File: src/rtl/led_scan_driver.sv
// led_scan_driver: fetches one row of the 8x8x4 LED frame RAM into a
// line buffer, then scans it onto the matrix with 16-level column PWM.
module led_scan_driver #(
  parameter int SLOT_CYCLES  = 64,
  parameter int BLANK_CYCLES = 8
) (
  input  logic       clk,
  input  logic       rst_n,
  input  logic       en,
  input  logic       ram_we,
  input  logic [3:0] led_data,
  output logic [7:0] addr_row,
  output logic [7:0] addr_col,
  output logic       fetch_active,
  output logic [7:0] row_out,
  output logic [7:0] col_out,
  output logic       frame_done
);

  localparam int MAXC = (SLOT_CYCLES > BLANK_CYCLES) ?
                        SLOT_CYCLES : BLANK_CYCLES;
  localparam int CW = (MAXC > 1) ? $clog2(MAXC) : 1;
  localparam logic [CW-1:0] SLOT_T  = CW'(SLOT_CYCLES - 1);
  localparam logic [CW-1:0] BLANK_T = CW'(BLANK_CYCLES - 1);

  typedef enum logic [2:0] {
    IDLE, FETCH_A, FETCH_B, SHOW, BLANK
  } state_e;

  state_e          state_q, state_d;
  logic [2:0]      row_q, row_d;
  logic [2:0]      col_q, col_d;
  logic [3:0]      pwm_q, pwm_d;
  logic [CW-1:0]   cnt_q, cnt_d;
  logic [7:0][3:0] buf_q, buf_d;

  logic [7:0] addr_row_q, addr_row_d;
  logic [7:0] addr_col_q, addr_col_d;
  logic       fetch_q, fetch_d;
  logic [7:0] row_out_q, row_out_d;
  logic [7:0] col_out_q, col_out_d;
  logic       done_q, done_d;
  logic       fetch_sel, show_sel;

  // Next state, then outputs decoded from the next state so that
  // every output register lines up with the state register.
  always_comb begin
    state_d    = state_q;
    row_d      = row_q;
    col_d      = col_q;
    pwm_d      = pwm_q;
    cnt_d      = cnt_q;
    buf_d      = buf_q;
    done_d     = 1'b0;
    addr_row_d = '0;
    addr_col_d = '0;
    fetch_d    = 1'b0;
    row_out_d  = '0;
    col_out_d  = '0;

    if (!en) begin
      state_d = IDLE;
      row_d   = '0;
      col_d   = '0;
      pwm_d   = '0;
      cnt_d   = '0;
    end else begin
      unique case (state_q)
        IDLE: begin
          state_d = FETCH_A;
          row_d   = '0;
          col_d   = '0;
        end
        FETCH_A: begin
          // a write owns the RAM this cycle, so the read is retried
          if (!ram_we) state_d = FETCH_B;
        end
        FETCH_B: begin
          buf_d[col_q] = led_data;
          if (col_q != 3'd7) begin
            col_d   = col_q + 3'd1;
            state_d = FETCH_A;
          end else begin
            col_d   = '0;
            pwm_d   = '0;
            cnt_d   = '0;
            state_d = SHOW;
          end
        end
        SHOW: begin
          if (cnt_q == SLOT_T) begin
            cnt_d = '0;
            pwm_d = pwm_q + 4'd1;
            if (pwm_q == 4'd15) state_d = BLANK;
          end else begin
            cnt_d = cnt_q + CW'(1);
          end
        end
        BLANK: begin
          if (cnt_q == BLANK_T) begin
            cnt_d   = '0;
            row_d   = row_q + 3'd1;
            state_d = FETCH_A;
            done_d  = (row_q == 3'd7);
          end else begin
            cnt_d = cnt_q + CW'(1);
          end
        end
        default: state_d = IDLE;
      endcase
    end

    fetch_sel = (state_d == FETCH_A) || (state_d == FETCH_B);
    show_sel  = (state_d == SHOW);
    unique case (1'b1)
      fetch_sel: begin
        addr_row_d = 8'b1 << row_d;
        addr_col_d = 8'b1 << col_d;
        fetch_d    = 1'b1;
      end
      show_sel: begin
        row_out_d = 8'b1 << row_d;
        for (int j = 0; j < 8; j++)
          col_out_d[j] = (pwm_d < buf_d[j]);
      end
      default: ;
    endcase
  end

  // State, counters, line buffer and output registers.
  always_ff @(posedge clk or negedge rst_n) begin
    if (!rst_n) begin
      state_q    <= IDLE;
      row_q      <= '0;
      col_q      <= '0;
      pwm_q      <= '0;
      cnt_q      <= '0;
      buf_q      <= '0;
      addr_row_q <= '0;
      addr_col_q <= '0;
      fetch_q    <= 1'b0;
      row_out_q  <= '0;
      col_out_q  <= '0;
      done_q     <= 1'b0;
    end else begin
      state_q    <= state_d;
      row_q      <= row_d;
      col_q      <= col_d;
      pwm_q      <= pwm_d;
      cnt_q      <= cnt_d;
      buf_q      <= buf_d;
      addr_row_q <= addr_row_d;
      addr_col_q <= addr_col_d;
      fetch_q    <= fetch_d;
      row_out_q  <= row_out_d;
      col_out_q  <= col_out_d;
      done_q     <= done_d;
    end
  end

  assign addr_row     = addr_row_q;
  assign addr_col     = addr_col_q;
  assign fetch_active = fetch_q;
  assign row_out      = row_out_q;
  assign col_out      = col_out_q;
  assign frame_done   = done_q;

endmodule

File: config.mk
export PLATFORM = sky130hd
export DESIGN_NAME = led_scan_driver
export DESIGN_NICKNAME = d
export VERILOG_FILES = /design/src/rtl/led_scan_driver.sv
export SDC_FILE = /design/constraint.sdc
export NUM_CORES = 1
export LEC_CHECK = 0
export CAP_MARGIN = 20
export CORE_ASPECT_RATIO = 1.25
export CORE_MARGIN = 2
export CORE_UTILIZATION = 52
export DETAILED_ROUTE_END_ITERATION = 16
export PLACE_DENSITY = 0.83
export SLEW_MARGIN = 0
export SYNTH_ARGS = -nofsm -noshare
export SYNTH_HDL_FRONTEND = slang
export SYNTH_SLANG_ARGS = --single-unit
File: constraint.sdc
create_clock -name clk -period 2.8 [get_ports clk]
set_input_delay 0.42 -clock clk [delete_from_list [all_inputs] [get_ports clk]]
set_output_delay 0.42 -clock clk [all_outputs]
set_load 0.03 [all_outputs]
Word level (Yosys, flattened, before mapping). Cells that the tools add are included.

Register bits after elaboration: 85. Output and inout bits: 34.

Add/subtract/negate cells: 4. $lt $le $gt $ge: 10. Eq/ne operators: 14. Shifts and indexed selects: 2. Mux-type cells: 35. Reductions and logical operators: 4.

Operators by type and width (count): $mux 32 (2); $bwmux 32 (1); $lt 4x4->1 (8); $mux 8 (4); $mux 3 (9); $mux 6 (4); $pmux 6 s3 (1); $mux 4 (4); $shl 1x3->8 const A (2); $pmux 3 s5 (1); $demux 4 s3 (1); $eq 3x2->1 const B (4); $pmux 3 s2 (2); $pmux 4 s2 (1); $add 3x1->3 const B (2); $add 6x1->6 const B (1); $eq 3x1->1 const B (2); $eq 3x3->1 const B (2); $eq 6x3->1 const B (1); $eq 6x6->1 const B (1); $ne 3x3->1 const B (2); $add 4x1->4 const B (1); $eq 4x4->1 const B (1); $lt 3x4->1 const B (1); 8 further kinds (11).

Logic depth before layout (Yosys ltp). Gate-level depths: netlist of the first run.

Word-level depth: 9. Mapped depth: 12.

Least setup slack after synthesis of the first run. OpenSTA, ideal clock, no wires.

Kind: reg2reg. From: reg cnt_q[0]. To: reg col_out_q[3], in the netlist col_out[3]. Arrival: 2.577 ns. Data required time: 2.701 ns. Setup slack: 0.124 ns. Stages on the path, launching flop included: 12. Buffers on the path: 1. Path through: dfrtp_1 > ha_1 > and3_1 > clkbuf_1 > nand2_1 > nor4_1 > o21ai_0 > a21oi_1 > ha_1 > a21oi_1 > o21ai_0 > a311oi_1.

Longest elaborated chain between the ends: 6.

RTL lines: from (decl) (line 34) `logic [CW-1:0] cnt_q, cnt_d;`; from (signal assigned) (line 150) `cnt_q <= cnt_d;`; $eq 6x6->1 (line 91) `if (cnt_q == SLOT_T) begin`; $mux 4 (line 91); $pmux 4 s2 (line 68) `unique case (state_q)`; $mux 4 (line 61) `if (!en) begin`; via pwm_d[3] (line 33) `logic [3:0] pwm_q, pwm_d;`; $lt 4x4->1 (line 124) `col_out_d[j] = (pwm_d < buf_d[j]);`; $mux 8 (line 115) `unique case (1'b1)`; via col_out_d[3] (line 41) `logic [7:0] col_out_q, col_out_d;`; to (signal assigned) (line 156) `col_out_q <= col_out_d;`; to (decl) (line 41).

The timed path passes the listed nets, and every way through them passes these cells. A chain may end at the register's enable or synchronous reset.

Worst setup path in the final report of the first run.
From: reg col_q[0]. To: reg col_out_q[3], in the netlist col_out[3].

RTL lines: from (decl) (line 32) `logic [2:0] col_q, col_d;`; from (signal assigned) (line 148) `col_q <= col_d;`; $ne 3x3->1 (line 80) `if (col_q != 3'd7) begin`; $mux 4 (line 80); $pmux 4 s2 (line 68); $mux 4 (line 61); via pwm_d[3] (line 33); $lt 4x4->1 (line 124); $mux 8 (line 115); via col_out_d[3] (line 41).

The timed path passes the listed nets, and every way through them passes these cells.

==> results by group, run 1 <==
Floorplanning
  – # IOs: 42
  – Initial Util: 0.533
  – Cell row count: 37
  – Die ar.: 9160 um2
  – Die Ht: 107 um
  – Core region area: 8190 um2
  – Die X: 86 um

Global routing
  – Grt ovf: 0
  – Pin count of the biggest net entering global routing: 86
  – GR Util All Layers: 0.224
  – First-pass GRT wire length: 16.0 mm
  – Vias in the first global route: 3,381
  – Initial antenna violation count: 0

STA
  – Final setup margin: 131 ps
  – Tcrit/Tclk final: 0.953
  – Final hold violation count: 0
  – # setup viols final: 0
  – Pins over their slew limit: 0
  – Slew headroom: 0.616
  – Clock skew: 18.3 ps
  – Fmax: 375 MHz
  – Minimum clock period: 2670 ps
  – Measured slew at the worst slew-check pin: 576 ps
  – Setup TNS Final: 0 ps

Layout
  – Leading cell type in the layout, fill and taps excluded: dfrtp_1
  – Final core area utilization: 0.644
  – Multi-input logic area: 2040 um2
  – Most frequent cells in the layout: dfrtp_1 (84), clkdlybuf4s50_1 (40), inv_1 (35)
  – Fraction of layout cells with a size suffix above 1: 0.195
  – Fillers: 627
  – # diodes: 0
  – Area growth, synth to finish: 20.7%
  – Sequential cell area: 2130 um2
  – Layout net count: 514
  – Final instance area: 5280 um2

Critical path
  – CP Launch Type: register
  – Crit Path Class: register to register
  – Crit. End Element: register
  – WP data required: 3070 ps
  – Crit-path max FO: 9
  – CP arrival: 2940 ps

Clock network
  – Sink Count: 85
  – CTS Buf Count: 9
  – Root Buffer Master: clkbuf_8
  – Worst-Skew Late Latency: 370 ps
  – Worst-path clk slew: 100 ps
  – Max Buffers Root-to-Sink: 2
  – CTS tree: built
  – CTS H-tree lvls: 3

Logic synthesis
  – Mapped cell area: 4370 um2
  – Sequential cell area fraction in the yosys report: 0.487
  – Post-synthesis mux area share: 0.0819
  – Syn Nets: 448
  – Simple logic cell fraction of the synthesized area: 0.171
  – Synth Register Bits: 85
  – EDFF count, synth: 0
  – Mean Syn Cell Area: 10.7 um2
  – Synth Area in Compound Gates: 0.121
  – Synth Instances: 410
  – Cell variety after synth: 63
  – Top FF cell, synth: dfrtp_1
  – Ys async rst share: 1.00
  – Post-Synth Adder-Cell Area: 0.0859
  – Main combinational cell family by area after synthesis: simple AND/OR/NAND/NOR gates
  – Post-synthesis xor/xnor area fraction: 0.00200
  – Synth Warn #: 0

Placement
  – Placer Congestion: 0.898
  – Cell Area, Placed: 5030 um2
  – Setup Slack @ Placement: -133 ps
  – Port Buffers: 41
  – Hpwl dp: 6.76 mm

Route
  – Vias: 3,335
  – WL/cell: 16.6 um
  – DR iter-0 viols: 215
  – Initial DRT Pass Iterations: 4
  – Detail Route Antenna Nets: 0
  – # DRC: 0
  – Vias/cell: 5.77
  – Final WL: 9.60 mm

Pwr
  – Overall power: 2330 uW
  – P per Cell Area: 441 nW/um2
  – Worst vdd ir: 0.270 mV
  – Leak pwr: 0.00259 uW

Outcome
  – Outcome: finished clean

Worst hold path
  – Worst Hold Class: input port to async pin

Run
  – Max-cap viol count: 0
[worst paths after layout]
check	cells past startpoint	from	slack (ps)	endpoint
max in group asynchronous	2	rst_n	2160	col_q[0]
min in group clk	2	buf_q[10]	500	buf_q[10]
min	1	rst_n	30	cnt_q[3]
max	11	col_q[0]	130	col_out[3]
min reg2reg	2	buf_q[10]	500	buf_q[10]
max reg2reg	11	col_q[0]	130	col_out[3]
[flip-flops by register name (all words and copies together), names as in the netlist]
signal	count
col_out	8
state_q	3
buf_q	32
addr_col	8
fetch_active	1
pwm_q	4
row_q	3
frame_done	1
addr_row	8
cnt_q	6
col_q	3
row_out	8
[where the power goes]
| group | total, uW | switching, uW | leakage [uW] | internal (uW) |
|---|---|---|---|---|
| logic | 212 | 127 | 0.00133 | 85.3 |
| clock network | 843 | 500 | 0.0000911 | 343 |
| registers | 1270 | 14.8 | 0.00117 | 1260 |
| total | 2330 | 642 | 0.00259 | 1690 |
[area by class of cell]
cell class	count	share of cell area
Sequential cell	85	0.403
Multi-Input combinational cell	271	0.386
Timing Repair Buffer	72	0.124
Inverter	37	0.0263
Clock buffer	9	0.0235
Tap cell	97	0.0230
Clock inverter	7	0.0130
[metal layers]
layer  share of wire  GRT usage
met2            0.52      0.386
met5               0          0
met4           0.025      0.102
met1            0.42      0.269
met3           0.036     0.0380
[critical path: stages, from the launching register on]
cell and delay, ps:
dfrtp_2 460, ha_1 220, ha_1 190, or2_2 320
nand2_2 110, nand2_1 60, a21oi_1 200, buf_6 200
ha_1 270, a21oi_1 160, o21ai_0 110, a311oi_1 270
[cells in the mapped netlist (all sizes together) (2+ instances only)]
cell type	count	area (um2)
a41oi	2	25.0
nor2b	5	31.3
nor4b	2	32.5
o31ai	2	15.0
o21ai	24	124
mux2i	17	170
dfrtp	85	2130
nand2b	6	45.0
or3b	2	17.5
and2	5	31.3
and3	3	18.8
nand3	12	60.1
nor4	4	37.5
ha	30	375
and4	2	17.5
a21o	3	22.5
nand4	7	43.8
a31oi	7	50.1
a311oi	2	17.5
buf	9	56.3
nand2	27	106
nor2	26	97.6
clkbuf	8	30.0
nor3b	2	20.0
mux2	16	188
o211ai	4	30.0
nor3	12	80.1
or2	2	12.5
o21a	4	30.0
or3	3	18.8
inv	36	135
or4	2	15.0
a21oi	23	115
[through the flow]
step / hold slack [ps] / cells
2_1_floorplan: 124 / 410
3_3_place_gp: 469 / 560
3_5_place_dp: 480 / 560
4_1_cts: 269 / 576
5_1_grt: 59.8 / 578
6_report: 26.0 / 578
[kinds of logic after synthesis]
| group | count (synthesis) |
|---|---|
| flip-flops | 85 |
| XOR/XNOR | 1 |
| buffers and inverters | 54 |
| multiplexers | 33 |
| adder cells (fa/ha/maj) | 30 |
| AND/OR/NAND/NOR | 127 |
| AO/OA/AOI/OAI | 80 |
[timing repair]
item / 4_1_cts / 5_1_grt
hold buffers: 0 / 0
buffers inserted: 0 / 1
endpoints found under the setup margin: 0 / 8
gates resized for setup: 0 / 9
(Power assumes the default switching activity.)
==> run 2, diff against run 1 <==
--- a/config.mk
+++ b/config.mk
@@ -9,6 +9,7 @@
 export CORE_ASPECT_RATIO = 1.25
 export CORE_MARGIN = 2
 export CORE_UTILIZATION = 52
+export CTS_CLUSTER_SIZE = 12
 export DETAILED_ROUTE_END_ITERATION = 16
 export PLACE_DENSITY = 0.83
 export SLEW_MARGIN = 0
==> results of run 2 <==
No change in the layout: final DEF, timing and power equal those of run 1.
